===== config.mk =====
export PLATFORM = sky130hd
export DESIGN_NAME = load_store_unit
export DESIGN_NICKNAME = d
export VERILOG_FILES = /design/src/rtl/load_store_unit.sv
export SDC_FILE = /design/constraint.sdc
export NUM_CORES = 1
export LEC_CHECK = 0
export CORE_MARGIN = 10
export CORE_UTILIZATION = 49
export CTS_BUF_LIST = sky130_fd_sc_hd__clkbuf_8 sky130_fd_sc_hd__clkbuf_16
export CTS_CLUSTER_DIAMETER = 30
export DETAILED_ROUTE_END_ITERATION = 7
export GPL_TIMING_DRIVEN = 0
export PLACE_DENSITY_LB_ADDON = 0.08
export SYNTH_ARGS = -nofsm -noshare
export SYNTH_HDL_FRONTEND = slang
export SYNTH_SLANG_ARGS = --single-unit

===== constraint.sdc =====
create_clock -name clk -period 3.6 [get_ports clk]
set_input_delay 0.72 -clock clk [delete_from_list [all_inputs] [get_ports clk]]
set_output_delay 0.72 -clock clk [all_outputs]
set_load 0.02 [all_outputs]

===== src/rtl/load_store_unit.sv =====
// load_store_unit
//   Memory-stage load/store engine. Turns one MEM-stage instruction into a
//   single word-bus transaction. It builds the byte-enable mask, replicates
//   store data across the lanes, and extracts and extends load data. It
//   stalls the pipeline until the response arrives or the wait times out.
//
// Ports
//   clk, rst             clock and synchronous active-high reset
//   req_valid            MEM stage holds a valid instruction
//   mem_read, mem_write  load / store flags from the control word
//   funct3               access size and signedness code
//   addr                 effective byte address
//   wdata                store source value
//   stall                holds the pipeline while an access is in flight
//   done                 one-cycle completion pulse
//   rd_data              extended load result, valid with done
//   fault                misaligned / illegal op, or bus timeout
//   bus_req .. bus_wdata word bus request channel (registered)
//   bus_ack, bus_rdata   word bus response channel
module load_store_unit #(
  parameter int TIMEOUT_CYCLES = 256
) (
  input  logic        clk,
  input  logic        rst,
  input  logic        req_valid,
  input  logic        mem_read,
  input  logic        mem_write,
  input  logic [2:0]  funct3,
  input  logic [31:0] addr,
  input  logic [31:0] wdata,
  output logic        stall,
  output logic        done,
  output logic [31:0] rd_data,
  output logic        fault,
  output logic        bus_req,
  output logic        bus_we,
  output logic [31:0] bus_addr,
  output logic [3:0]  bus_be,
  output logic [31:0] bus_wdata,
  input  logic        bus_ack,
  input  logic [31:0] bus_rdata
);

  typedef enum logic [1:0] {IDLE, REQ, RESP} state_t;

  localparam logic [15:0] LAST_WAIT = 16'(TIMEOUT_CYCLES - 1);

  state_t      state;
  logic [15:0] wait_cnt;
  logic [2:0]  f3_q;
  logic [1:0]  lane_q;
  logic        timeout_q;

  logic op_present;
  logic op_ok;

  function automatic logic op_legal(input logic rd, input logic wr, input logic [2:0] f3);
    logic ok;
    ok = 1'b0;
    if (rd && wr)
      ok = 1'b0;
    else if (rd)
      ok = (f3 == 3'b000) || (f3 == 3'b001) || (f3 == 3'b010) ||
           (f3 == 3'b100) || (f3 == 3'b101);
    else if (wr)
      ok = (f3 == 3'b000) || (f3 == 3'b001) || (f3 == 3'b010);
    return ok;
  endfunction

  function automatic logic op_aligned(input logic [1:0] size, input logic [1:0] lane);
    logic ok;
    case (size)
      2'b00:   ok = 1'b1;
      2'b01:   ok = ~lane[0];
      2'b10:   ok = (lane == 2'b00);
      default: ok = 1'b0;
    endcase
    return ok;
  endfunction

  function automatic logic [3:0] be_mask(input logic [1:0] size, input logic [1:0] lane);
    logic [3:0] m;
    case (size)
      2'b00:   m = 4'b0001 << lane;
      2'b01:   m = lane[1] ? 4'b1100 : 4'b0011;
      default: m = 4'b1111;
    endcase
    return m;
  endfunction

  function automatic logic [31:0] store_lanes(input logic [1:0] size, input logic [31:0] d);
    logic [31:0] r;
    case (size)
      2'b00:   r = {4{d[7:0]}};
      2'b01:   r = {2{d[15:0]}};
      default: r = d;
    endcase
    return r;
  endfunction

  // funct3[2] set means unsigned (LBU/LHU); otherwise the top bit of the
  // selected lane is replicated.
  function automatic logic [31:0] load_extract(input logic [2:0] f3, input logic [1:0] lane,
                                               input logic [31:0] d);
    logic signed [7:0]  b;
    logic signed [15:0] h;
    logic [31:0]        r;
    b = d[8*lane +: 8];
    h = lane[1] ? d[31:16] : d[15:0];
    case (f3)
      3'b000:  r = {{24{b[7]}}, b};
      3'b100:  r = {24'd0, b};
      3'b001:  r = {{16{h[15]}}, h};
      3'b101:  r = {16'd0, h};
      default: r = d;
    endcase
    return r;
  endfunction

  assign op_present = req_valid & (mem_read | mem_write);
  assign op_ok      = op_legal(mem_read, mem_write, funct3) & op_aligned(funct3[1:0], addr[1:0]);

  // Accept/reject decisions are visible in the same IDLE cycle; everything
  // is suppressed while reset is asserted.
  assign stall = ~rst & (((state == IDLE) & op_present & op_ok) | (state == REQ));
  assign fault = ~rst & (((state == IDLE) & op_present & ~op_ok) | ((state == RESP) & timeout_q));
  assign done  = ~rst & (state == RESP);

  always_ff @(posedge clk) begin
    if (rst) begin
      state     <= IDLE;
      bus_req   <= 1'b0;
      bus_we    <= 1'b0;
      bus_addr  <= 32'd0;
      bus_be    <= 4'd0;
      bus_wdata <= 32'd0;
      rd_data   <= 32'd0;
      wait_cnt  <= 16'd0;
      timeout_q <= 1'b0;
      f3_q      <= 3'd0;
      lane_q    <= 2'd0;
    end else begin
      case (state)
        // IDLE -> REQ: latch the request fields once; they stay frozen until the ack
        IDLE: begin
          if (op_present && op_ok) begin
            bus_req   <= 1'b1;
            bus_we    <= mem_write;
            bus_addr  <= {addr[31:2], 2'b00};
            bus_be    <= be_mask(funct3[1:0], addr[1:0]);
            bus_wdata <= store_lanes(funct3[1:0], wdata);
            f3_q      <= funct3;
            lane_q    <= addr[1:0];
            wait_cnt  <= 16'd0;
            timeout_q <= 1'b0;
            state     <= REQ;
          end
        end
        // REQ -> RESP: on ack capture the response, or give up after the wait budget
        REQ: begin
          if (bus_ack) begin
            bus_req   <= 1'b0;
            rd_data   <= bus_we ? 32'd0 : load_extract(f3_q, lane_q, bus_rdata);
            timeout_q <= 1'b0;
            state     <= RESP;
          end else if (wait_cnt == LAST_WAIT) begin
            bus_req   <= 1'b0;
            rd_data   <= 32'd0;
            timeout_q <= 1'b1;
            state     <= RESP;
          end else begin
            wait_cnt <= wait_cnt + 16'd1;
          end
        end
        // RESP -> IDLE: the held instruction leaves the stage this cycle,
        // so it is not looked at again
        RESP: begin
          timeout_q <= 1'b0;
          state     <= IDLE;
        end
        default: state <= IDLE;
      endcase
    end
  end

endmodule

==> summary.txt, run 1 <==
Iteration-0 DRC Markers: 579
Gr ovfl total: 0
Antenna diodes: 0
CP bufs+invs: 4
DR vias/cell: 6.05
Internal power: 0.00275 W
I/O pin count: 210
Worst hold path class: reg -> reg
Pwr Density: 421 nW/um2
First-pass GRT wire length: 34000 um
Area Growth Syn to Fin: 49.3%
Avg WL per Cell: 20.5 um
CP max FO: 10
Final Hold Fails: 0
Largest family of logic cells by synthesized area: compound AO/OA/AOI/OAI gates
Synth Area in Compound Gates: 30.7%
Routed Antenna Nets: 0
Setup violators final: 0
Max rail drop VDD: 0.336 mV
RSZ-0062 raised after global routing: false
H-tree depth: 4
Final Total Pwr: 0.00364 W
Final instance area: 8650 um2
Vias in the first global route: 6485
Post-synth EDFFs: 0
Crit path depth: 5
Mux cell area share after synthesis: 4.75%
Share of the synthesized area in the top cell type: 42.9%
Hold Path Depth: 1
Total GRT Usage: 25.7%
Xor/xnor cell area share of the yosys netlist: 0.302%
I/O Buffers: 207
Initial core utilization: 50.3%
Combinational Power Share: 13.8%
Clock sinks: 124
Simple-gate portion of the synthesized area: 15.4%
CP most frequent cell: clkdlybuf4s50_1
Worst-margin pin slew: 1.28 ns
Clock Latency Late Sink: 0.42 ns
Clock Skew: 0.00666 ns
Top-count cell post-synth: dfxtp_1
Drt drc: 0
Clock-pin slew on the worst setup and hold paths: 0.05 ns
Final Util: 75.1%
Hpwl dp: 16200 um
Syn Inst Count: 677
CTS Hold Bufs: 0
Fin crit share: 97.0%
Largest net degree at the start of global routing: 20
Area of the mapped netlist: 5790 um2
Distinct cell type count after synthesis: 55
Top FF cell, synth: dfxtp_1
Top delay family on crit path: buffers and inverters
Clock group share of total power: 47.2%
Share of power burned in registers: 38.9%
Max Freq: 286 MHz
Post-synthesis async set-or-reset flop share: 0%
Setup_tns: 0 ns
Vias: 6392
Switching part of the total: 24.4%
Status: finished, final reports clean
DIE WIDTH: 129 um
CTS tree: yes
Crit-path cells: clkdlybuf4s50_1, clkbuf_1, clkbuf_2, nor3b_1, clkdlybuf4s50_1
Commonest cells in the netlist: 124 x dfxtp_1, 99 x a21oi_1, 80 x o21ai_0
TritonCTS Buffers: 17
Layout cell share with drive strength beyond 1: 7.11%
Fin. max-slew vios: 0
Final worst slack: 0.109 ns
Crit-path max cell delay: 0.68 ns
Most area-consuming cells after synthesis: dfxtp_1 43%, a21oi_1 8.6%, o21ai_0 6.9%
Flop2flop setup slack: 1.38 ns
Placement Cell Area: 8050 um2
Worst Path Arrival: 2.77 ns
Crit Path Category: in -> out
Final min period: 3.49 ns
Die Y: 129 um
Critical path required time: 2.88 ns
Cell row count: 39
Synth area leader: dfxtp_1
Initial antenna violation count: 0
Avg Synthesized Cell Area: 8.56 um2
Nets: 1008
Switching power: 0.000887 W
Seq/Total Area, Yosys: 42.9%
Yosys warnings: 0
Synthesis-stage register bit count: 124
Number of iterations in the first detailed-routing pass: 6
CP startpoint kind: primary input
DIE AREA: 16600 um2
Critical Path Sink Type: output port
Final GP Congestion: 0.926
Max Cap Viol: 0
Pre-CTS setup slack: -0.718 ns
Core footprint: 11500 um2
CTS max path bufs: 2
# fillers: 872
Root Driver: clkbuf_16
Post-Synth Adder-Cell Area: 0.216%
Worst rel slew slack: 13.7%
CP max-delay cell: clkdlybuf4s50_1
DRT Wirelength: 21700 um
Lkg Pwr: 2.95 nW
R2R cell count: 5
power groups by stage:
stage / sequential [W] / clock (W) / combinational [W]
2_1_floorplan: 0.00147 / 0 / 0.000200
3_3_place_gp: 0.00144 / 0 / 0.000480
3_5_place_dp: 0.00145 / 0 / 0.000489
4_1_cts: 0.00142 / 0.00173 / 0.000496
5_1_grt: 0.00142 / 0.00180 / 0.000537
6_report: 0.00142 / 0.00172 / 0.000504
cell type report:
class / instances / area (um2) / share of cell area (%)
tap: 143 / 179 / 2.07
clock buffer: 20 / 467 / 5.40
clock inverter: 11 / 126 / 1.46
buffer: 65 / 289 / 3.34
sequential: 124 / 2480 / 28.7
timing repair buffer: 209 / 2090 / 24.1
multi-input combinational: 476 / 2980 / 34.5
inverter: 9 / 33.8 / 0.391
metal layers:
layer,vias to the layer above,GRT usage (%),part of all wire (%)
li1,3004,-,-
met2,318,43.2,49
met1,3016,28.4,38
met3,54,10.6,10
met4,0,10.4,2.6
met5,-,0,0
path summary, 6_finish.rpt:
path / to / start
worst max-delay path: done / rst
worst min-delay path: rd_data[4] / rd_data[4]
worst max register to register: rd_data[1] / state[1]
worst min register to register: rd_data[4] / rd_data[4]
cell families after synthesis:
| kind of cell | count (synthesis) |
|---|---|
| compound gates | 285 |
| xor+xnor | 2 |
| fa+ha+maj | 1 |
| buf+inv | 78 |
| flops | 124 |
| mux | 25 |
| other cells | 1 |
| simple gates | 161 |
stage by stage:
stage | hold slack (ns) | instances
after floorplan | 0.457 | 678
after global placement | 0.444 | 1028
after detailed placement | 0.451 | 1028
after CTS | 0.463 | 1057
after global routing | 0.488 | 1057
final | 0.459 | 1057
flip-flops by register name, indices dropped and copies added (netlist names):
name / cells
state: 2
bus_be: 4
bus_addr: 30
timeout_q: 1
f3_q: 3
lane_q: 2
bus_we: 1
bus_wdata: 32
rd_data: 32
wait_cnt: 16
bus_req: 1
cells in the final DEF (no fill, tap or decap), types with 7 or more instances in the layout:
cell               n
nand2_1           27
clkbuf_16         17
nand3_1           59
a311oi_1          11
a21oi_1           99
a22o_1             7
buf_4              7
nand2b_1           8
mux2i_1           23
o2bb2ai_1         26
o22ai_1            9
dfxtp_1          124
buf_2             14
o211ai_1           9
o21ai_0           80
inv_1             12
a22oi_1           17
nor2b_1            8
or3_1             10
clkbuf_1          40
clkdlybuf4s50_1  205
a211oi_1          10
nor2_1            15
repair_timing:
action | 4_1_cts | 5_1_grt
resized for setup | 4 | 4
endpoints found under the setup margin | 2 | 3
setup buffers | 2 | 0
pin swaps | 0 | 0
hold endpoints to repair | 0 | 0
cloned | 0 | 0
Power figures use the tool's default switching activity.
==> inputs of run 2 (changes only) <==
Settings changed: CORE_MARGIN 10 to 2.
==> run 2 against run 1 <==
Against the previous run:
- setup slack gained 0.035 ns
- sequential share of layout area is the same
- fmax grew 1.0%
- total power shrank 0.45%
- clock skew grew 0.0028 ns
- critical endpoint is now fault
- combinational power shrank 1%
- final cell count is essentially flat
- routed wire length shrank 9.3%
==> summary.txt, run 2 (synthesis gave the netlist of run 1 again) <==
Flop2flop setup slack: 1.38 ns (about the same)
Antenna diodes: 0 (unchanged)
Final Total Pwr: 0.00363 W (was 0.00364 W)
Critical Path Sink Type: output port (unchanged)
Largest net degree at the start of global routing: 20 (unchanged)
Placed instance count: 1028 (unchanged)
Clock sinks: 124 (unchanged)
Worst-margin pin slew: 1.21 ns (was 1.28 ns)
Setup violators final: 0 (unchanged)
I/O Buffers: 207 (unchanged)
DIE WIDTH: 113 um (was 129 um)
Die Y: 113 um (was 129 um)
Final GP Congestion: 0.921 (was 0.926)
Top delay family on crit path: buffers and inverters (unchanged)
Final Util: 75.4% (was 75.1%)
Vias in the first global route: 6240 (was 6485)
Fin crit share: 96.0% (was 97.0%)
Crit Path Category: in -> out (unchanged)
Crit-path max cell delay: 0.52 ns (was 0.68 ns)
Crit-path cells: clkdlybuf4s50_1, buf_2, o21ai_0, nand4_1, clkbuf_2, a22oi_1, nor3_1, dlygate4sd2_1 (was clkdlybuf4s50_1, clkbuf_1, clkbuf_2, nor3b_1, clkdlybuf4s50_1)
Number of iterations in the first detailed-routing pass: 7 (was 6)
Top flop regs: bus_wdata: 32 flops, rd_data: 32 flops, bus_addr: 30 flops (unchanged)
Most common cell after layout, fill and taps aside: clkdlybuf4s50_1 (unchanged)
First-pass GRT wire length: 30800 um (was 34000 um)
RSZ-0062 raised after global routing: false (unchanged)
Clock Latency Late Sink: 0.43 ns (was 0.42 ns)
CP max-delay cell: clkdlybuf4s50_1 (unchanged)
Worst rel slew slack: 18.5% (was 13.7%)
Total GRT Usage: 30.4% (was 25.7%)
CTS max path bufs: 2 (unchanged)
Drt drc: 0 (unchanged)
Layout cell share with drive strength beyond 1: 7.65% (was 7.11%)
Pwr Density: 419 nW/um2 (was 421 nW/um2)
CP bufs+invs: 4 (unchanged)
Worst hold path class: reg -> reg (unchanged)
Hpwl dp: 14500 um (was 16200 um)
Nets: 1008 (unchanged)
Max rail drop VDD: 0.370 mV (was 0.336 mV)
CP startpoint kind: primary input (unchanged)
Most frequent cells in the layout: 205 x clkdlybuf4s50_1, 124 x dfxtp_1, 99 x a21oi_1, 80 x o21ai_0, 59 x nand3_1 (unchanged)
Routed Antenna Nets: 0 (unchanged)
Final Hold Fails: 0 (unchanged)
Iteration-0 DRC Markers: 530 (was 579)
Vias: 6368 (was 6392)
Lkg Pwr: 2.92 nW (was 2.95 nW)
H-tree depth: 4 (unchanged)
Max Cap Viol: 0 (unchanged)
Critical path required time: 2.88 ns (about the same)
CTS tree: yes (unchanged)
TritonCTS Buffers: 17 (unchanged)
Fin. max-slew vios: 0 (unchanged)
Avg WL per Cell: 18.6 um (was 20.5 um)
Initial antenna violation count: 0 (unchanged)
Max Freq: 289 MHz (was 286 MHz)
Clock-pin slew on the worst setup and hold paths: 0.05 ns (about the same)
Gr ovfl total: 0 (unchanged)
Initial core utilization: 50.5% (was 50.3%)
Clock Skew: 0.00943 ns (was 0.00666 ns)
# fillers: 874 (was 872)
DRT Wirelength: 19700 um (was 21700 um)
CP max FO: 10 (unchanged)
Worst Path Arrival: 2.74 ns (was 2.77 ns)
Status: finished, final reports clean (unchanged)
Storage cell area: 2480 um2 (unchanged)
DIE AREA: 12700 um2 (was 16600 um2)
Root Driver: clkbuf_16 (unchanged)
Core footprint: 11500 um2 (about the same)
Cell Count, Final, Fillers Out: 1058 (was 1057)
Final min period: 3.46 ns (was 3.49 ns)
I/O pin count: 210 (unchanged)
DR vias/cell: 6.02 (was 6.05)
Cell row count: 39 (unchanged)
Multi-input logic area: 2990 um2 (was 2980 um2)
Area Growth Syn to Fin: 49.3% (unchanged)
run 2: cell types whose count changed in the layout (fill, tap and decap cells not counted), sizes merged:
cell	change
inv	+3
buf	-2
clkinvlp	+2
bufinv	-1
clkbuf	-1
dlygate4sd2	+1
dlymetal6s2s	-1
run 2: path summary, 6_finish.rpt:
| kind | depth (start not counted) | startpoint | to |
|---|---|---|---|
| setup / recovery | 8 | funct3[1] | fault |
| setup reg to reg | 5 | state[1] | rd_data[5] |
| hold reg to reg | 1 | rd_data[22] | rd_data[22] |
| hold / removal | 1 | rd_data[22] | rd_data[22] |
run 2: area by class of cell:
type	instances	share of cell area, %
multi-input cells	476	34.5
plain buffers	66	3.47
well taps	143	2.07
clock inverters	15	1.88
repair buffers	208	24.0
flip-flops and latches	124	28.7
inverters	9	0.391
clock buffers	17	4.92
run 2: stage by stage:
step,TNS (ns),worst slack (ns),hold slack [ns],area [um2]
5_1_grt,0,0.0126,0.483,8650
3_5_place_dp,-1.42,-0.739,0.448,8050
6_report,0,0.144,0.460,8650
3_3_place_gp,-1.35,-0.715,0.443,8050
2_1_floorplan,0,0.674,0.457,5800
4_1_cts,0,0.0305,0.466,8650
run 2: timing repair:
action	CTS	global route
setup buffers	1	0
endpoints found under the setup margin	2	1
pin swaps	1	0
resized for setup	8	2
hold buffers	0	0
hold endpoints to repair	0	0
run 2: per-layer routing:
layer  global-route usage, %  vias up  part of all wire, %
met5                       0        -                    0
met4                    12.8        0                  2.8
met3                    9.48       49                  8.8
met2                    50.5      315                   48
met1                    36.5     2997                   40
li1                        -     3007                    -
run 2: where the power goes:
| group | switching (W) | internal (W) |
|---|---|---|
| sequential | 0.0000157 | 0.00140 |
| clock | 0.000680 | 0.00103 |
| combinational | 0.000268 | 0.000230 |
==> inputs of run 3 (changes only) <==
Settings changed: CORE_MARGIN 2 to 1.5, SLEW_MARGIN set to 25.
==> run 3 against run 2 <==
Against the previous run:
- clock skew down 0.0024 ns
- count of clock-buffer cells in the layout up 1
- final cell count down 0.19%
- worst hold slack better by 0.00057 ns
- critical path depth is 3 lower
- critical path type unchanged
- critical endpoint is now done
- largest cell class unchanged
==> summary.txt, run 3 (synthesis gave the netlist of run 1 again) <==
Status: finished, final reports clean (unchanged)
Root Driver: clkbuf_16 (unchanged)
Max Cap Viol: 0 (unchanged)
Iteration-0 DRC Markers: 605 (was 530)
Vias: 6347 (was 6368)
Vias in the first global route: 6264 (was 6240)
Max Freq: 288 MHz (was 289 MHz)
Total GRT Usage: 30.6% (was 30.4%)
Final GP Congestion: 0.928 (was 0.921)
DIE WIDTH: 112 um (was 113 um)
CP max FO: 10 (unchanged)
Cell row count: 39 (unchanged)
Pwr Density: 405 nW/um2 (was 419 nW/um2)
Worst rel slew slack: 48.8% (was 18.5%)
Final worst slack: 0.125 ns (was 0.144 ns)
Top flop regs: bus_wdata: 32 flops, rd_data: 32 flops, bus_addr: 30 flops (unchanged)
Clock Latency Late Sink: 0.41 ns (was 0.43 ns)
CTS tree: yes (unchanged)
Area Growth Syn to Fin: 48.5% (was 49.3%)
Setup violators final: 0 (unchanged)
Initial core utilization: 50.5% (unchanged)
Clock sinks: 124 (unchanged)
Fin crit share: 96.5% (was 96.0%)
Critical Path Sink Type: output port (unchanged)
Number of iterations in the first detailed-routing pass: 7 (unchanged)
Final Hold Fails: 0 (unchanged)
DIE AREA: 12500 um2 (was 12700 um2)
DR vias/cell: 6.01 (was 6.02)
Core footprint: 11500 um2 (unchanged)
Nets: 1008 (unchanged)
Routed Antenna Nets: 0 (unchanged)
CTS max path bufs: 2 (unchanged)
Largest net degree at the start of global routing: 20 (unchanged)
Placed instance count: 1028 (unchanged)
Most common cell after layout, fill and taps aside: clkdlybuf4s50_1 (unchanged)
Layout cell share with drive strength beyond 1: 7.34% (was 7.65%)
Critical path required time: 2.88 ns (about the same)
Clock Skew: 0.00700 ns (was 0.00943 ns)
Most frequent cells in the layout: 205 x clkdlybuf4s50_1, 124 x dfxtp_1, 99 x a21oi_1, 79 x o21ai_0, 59 x nand3_1 (was 205 x clkdlybuf4s50_1, 124 x dfxtp_1, 99 x a21oi_1, 80 x o21ai_0, 59 x nand3_1)
Antenna diodes: 0 (unchanged)
Cell Count, Final, Fillers Out: 1056 (was 1058)
I/O pin count: 210 (unchanged)
Hpwl dp: 14200 um (was 14500 um)
I/O Buffers: 207 (unchanged)
Worst-margin pin slew: 0.766 ns (was 1.21 ns)
Drt drc: 0 (unchanged)
DRT Wirelength: 19400 um (was 19700 um)
CP startpoint kind: primary input (unchanged)
Die Y: 112 um (was 113 um)
Worst Path Arrival: 2.75 ns (was 2.74 ns)
Max rail drop VDD: 0.451 mV (was 0.370 mV)
H-tree depth: 4 (unchanged)
Crit Path Category: in -> out (unchanged)
Pre-CTS setup slack: -0.819 ns (was -0.739 ns)
TritonCTS Buffers: 17 (unchanged)
Lkg Pwr: 2.88 nW (was 2.92 nW)
Worst hold path class: reg -> reg (unchanged)
Avg WL per Cell: 18.3 um (was 18.6 um)
Final min period: 3.47 ns (was 3.46 ns)
Fin. max-slew vios: 0 (unchanged)
Gr ovfl total: 0 (unchanged)
Worst hold margin: 0.461 ns (was 0.460 ns)
Initial antenna violation count: 0 (unchanged)
First-pass GRT wire length: 30900 um (was 30800 um)
RSZ-0062 raised after global routing: false (unchanged)
Clock-pin slew on the worst setup and hold paths: 0.05 ns (about the same)
[run 3: changes by cell type in the layout (fill, tap and decap cells not counted), sizes merged]
cell,before,now
inv,15,10
bufinv,2,1
clkinv,5,4
clkbuf,60,61
clkinvlp,2,6
[run 3: per-layer routing]
metal	global-route usage [%]	vias up	routed length [um]
met3	9.20	43	1600
met5	0	-	0
met4	12.4	0	576
met2	50.9	292	9320
li1	-	3000	-
met1	37.0	3012	7850
[run 3: timing repair]
action | CTS | global route
gates resized for setup | 7 | 3
hold buffers | 0 | 0
setup buffers | 1 | 0
pin swaps | 1 | 0
endpoints found under the setup margin | 3 | 2
[run 3: final timing paths]
kind	start	end	slack, ns	depth (start not counted)
min reg2reg	rd_data[21]	rd_data[21]	0.46	1
min	rd_data[21]	rd_data[21]	0.46	1
max	rst	done	0.13	5
max reg2reg	f3_q[0]	rd_data[16]	1.53	6
[run 3: through the flow]
| stage | total power [W] | instance area (um2) | setup TNS (ns) | utilization (%) |
|---|---|---|---|---|
| 5_1_grt | 0.00359 | 8600 | 0 | 75.0 |
| 3_5_place_dp | 0.00193 | 8050 | -1.47 | 70.2 |
| 3_3_place_gp | 0.00192 | 8050 | -1.34 | 70.2 |
| 2_1_floorplan | 0.00168 | 5800 | 0 | - |
| 6_report | 0.00348 | 8600 | 0 | 75.0 |
| 4_1_cts | 0.00348 | 8600 | 0 | 75.0 |
[run 3: worst max-delay path: stages]
cell and delay (ns):
clkdlybuf4s50_1 0.48, clkbuf_1 0.29, clkbuf_2 0.29, nor3b_1 0.31
clkdlybuf4s50_1 0.66
[run 3: final cells by class]
cell class,instances,area (um2)
clock buffers,18,439
multi-input cells,476,2990
plain buffers,66,297
well taps,143,179
repair buffers,208,2080
inverters,9,33.8
flip-flops and latches,124,2480
clock inverters,12,103
fillers,868,2870
[run 3: power by group]
group,switching [W],total [W],internal (W)
Clock,0.000620,0.00157,0.000951
Sequential,0.0000159,0.00142,0.00140
Combinational,0.000266,0.000496,0.000229
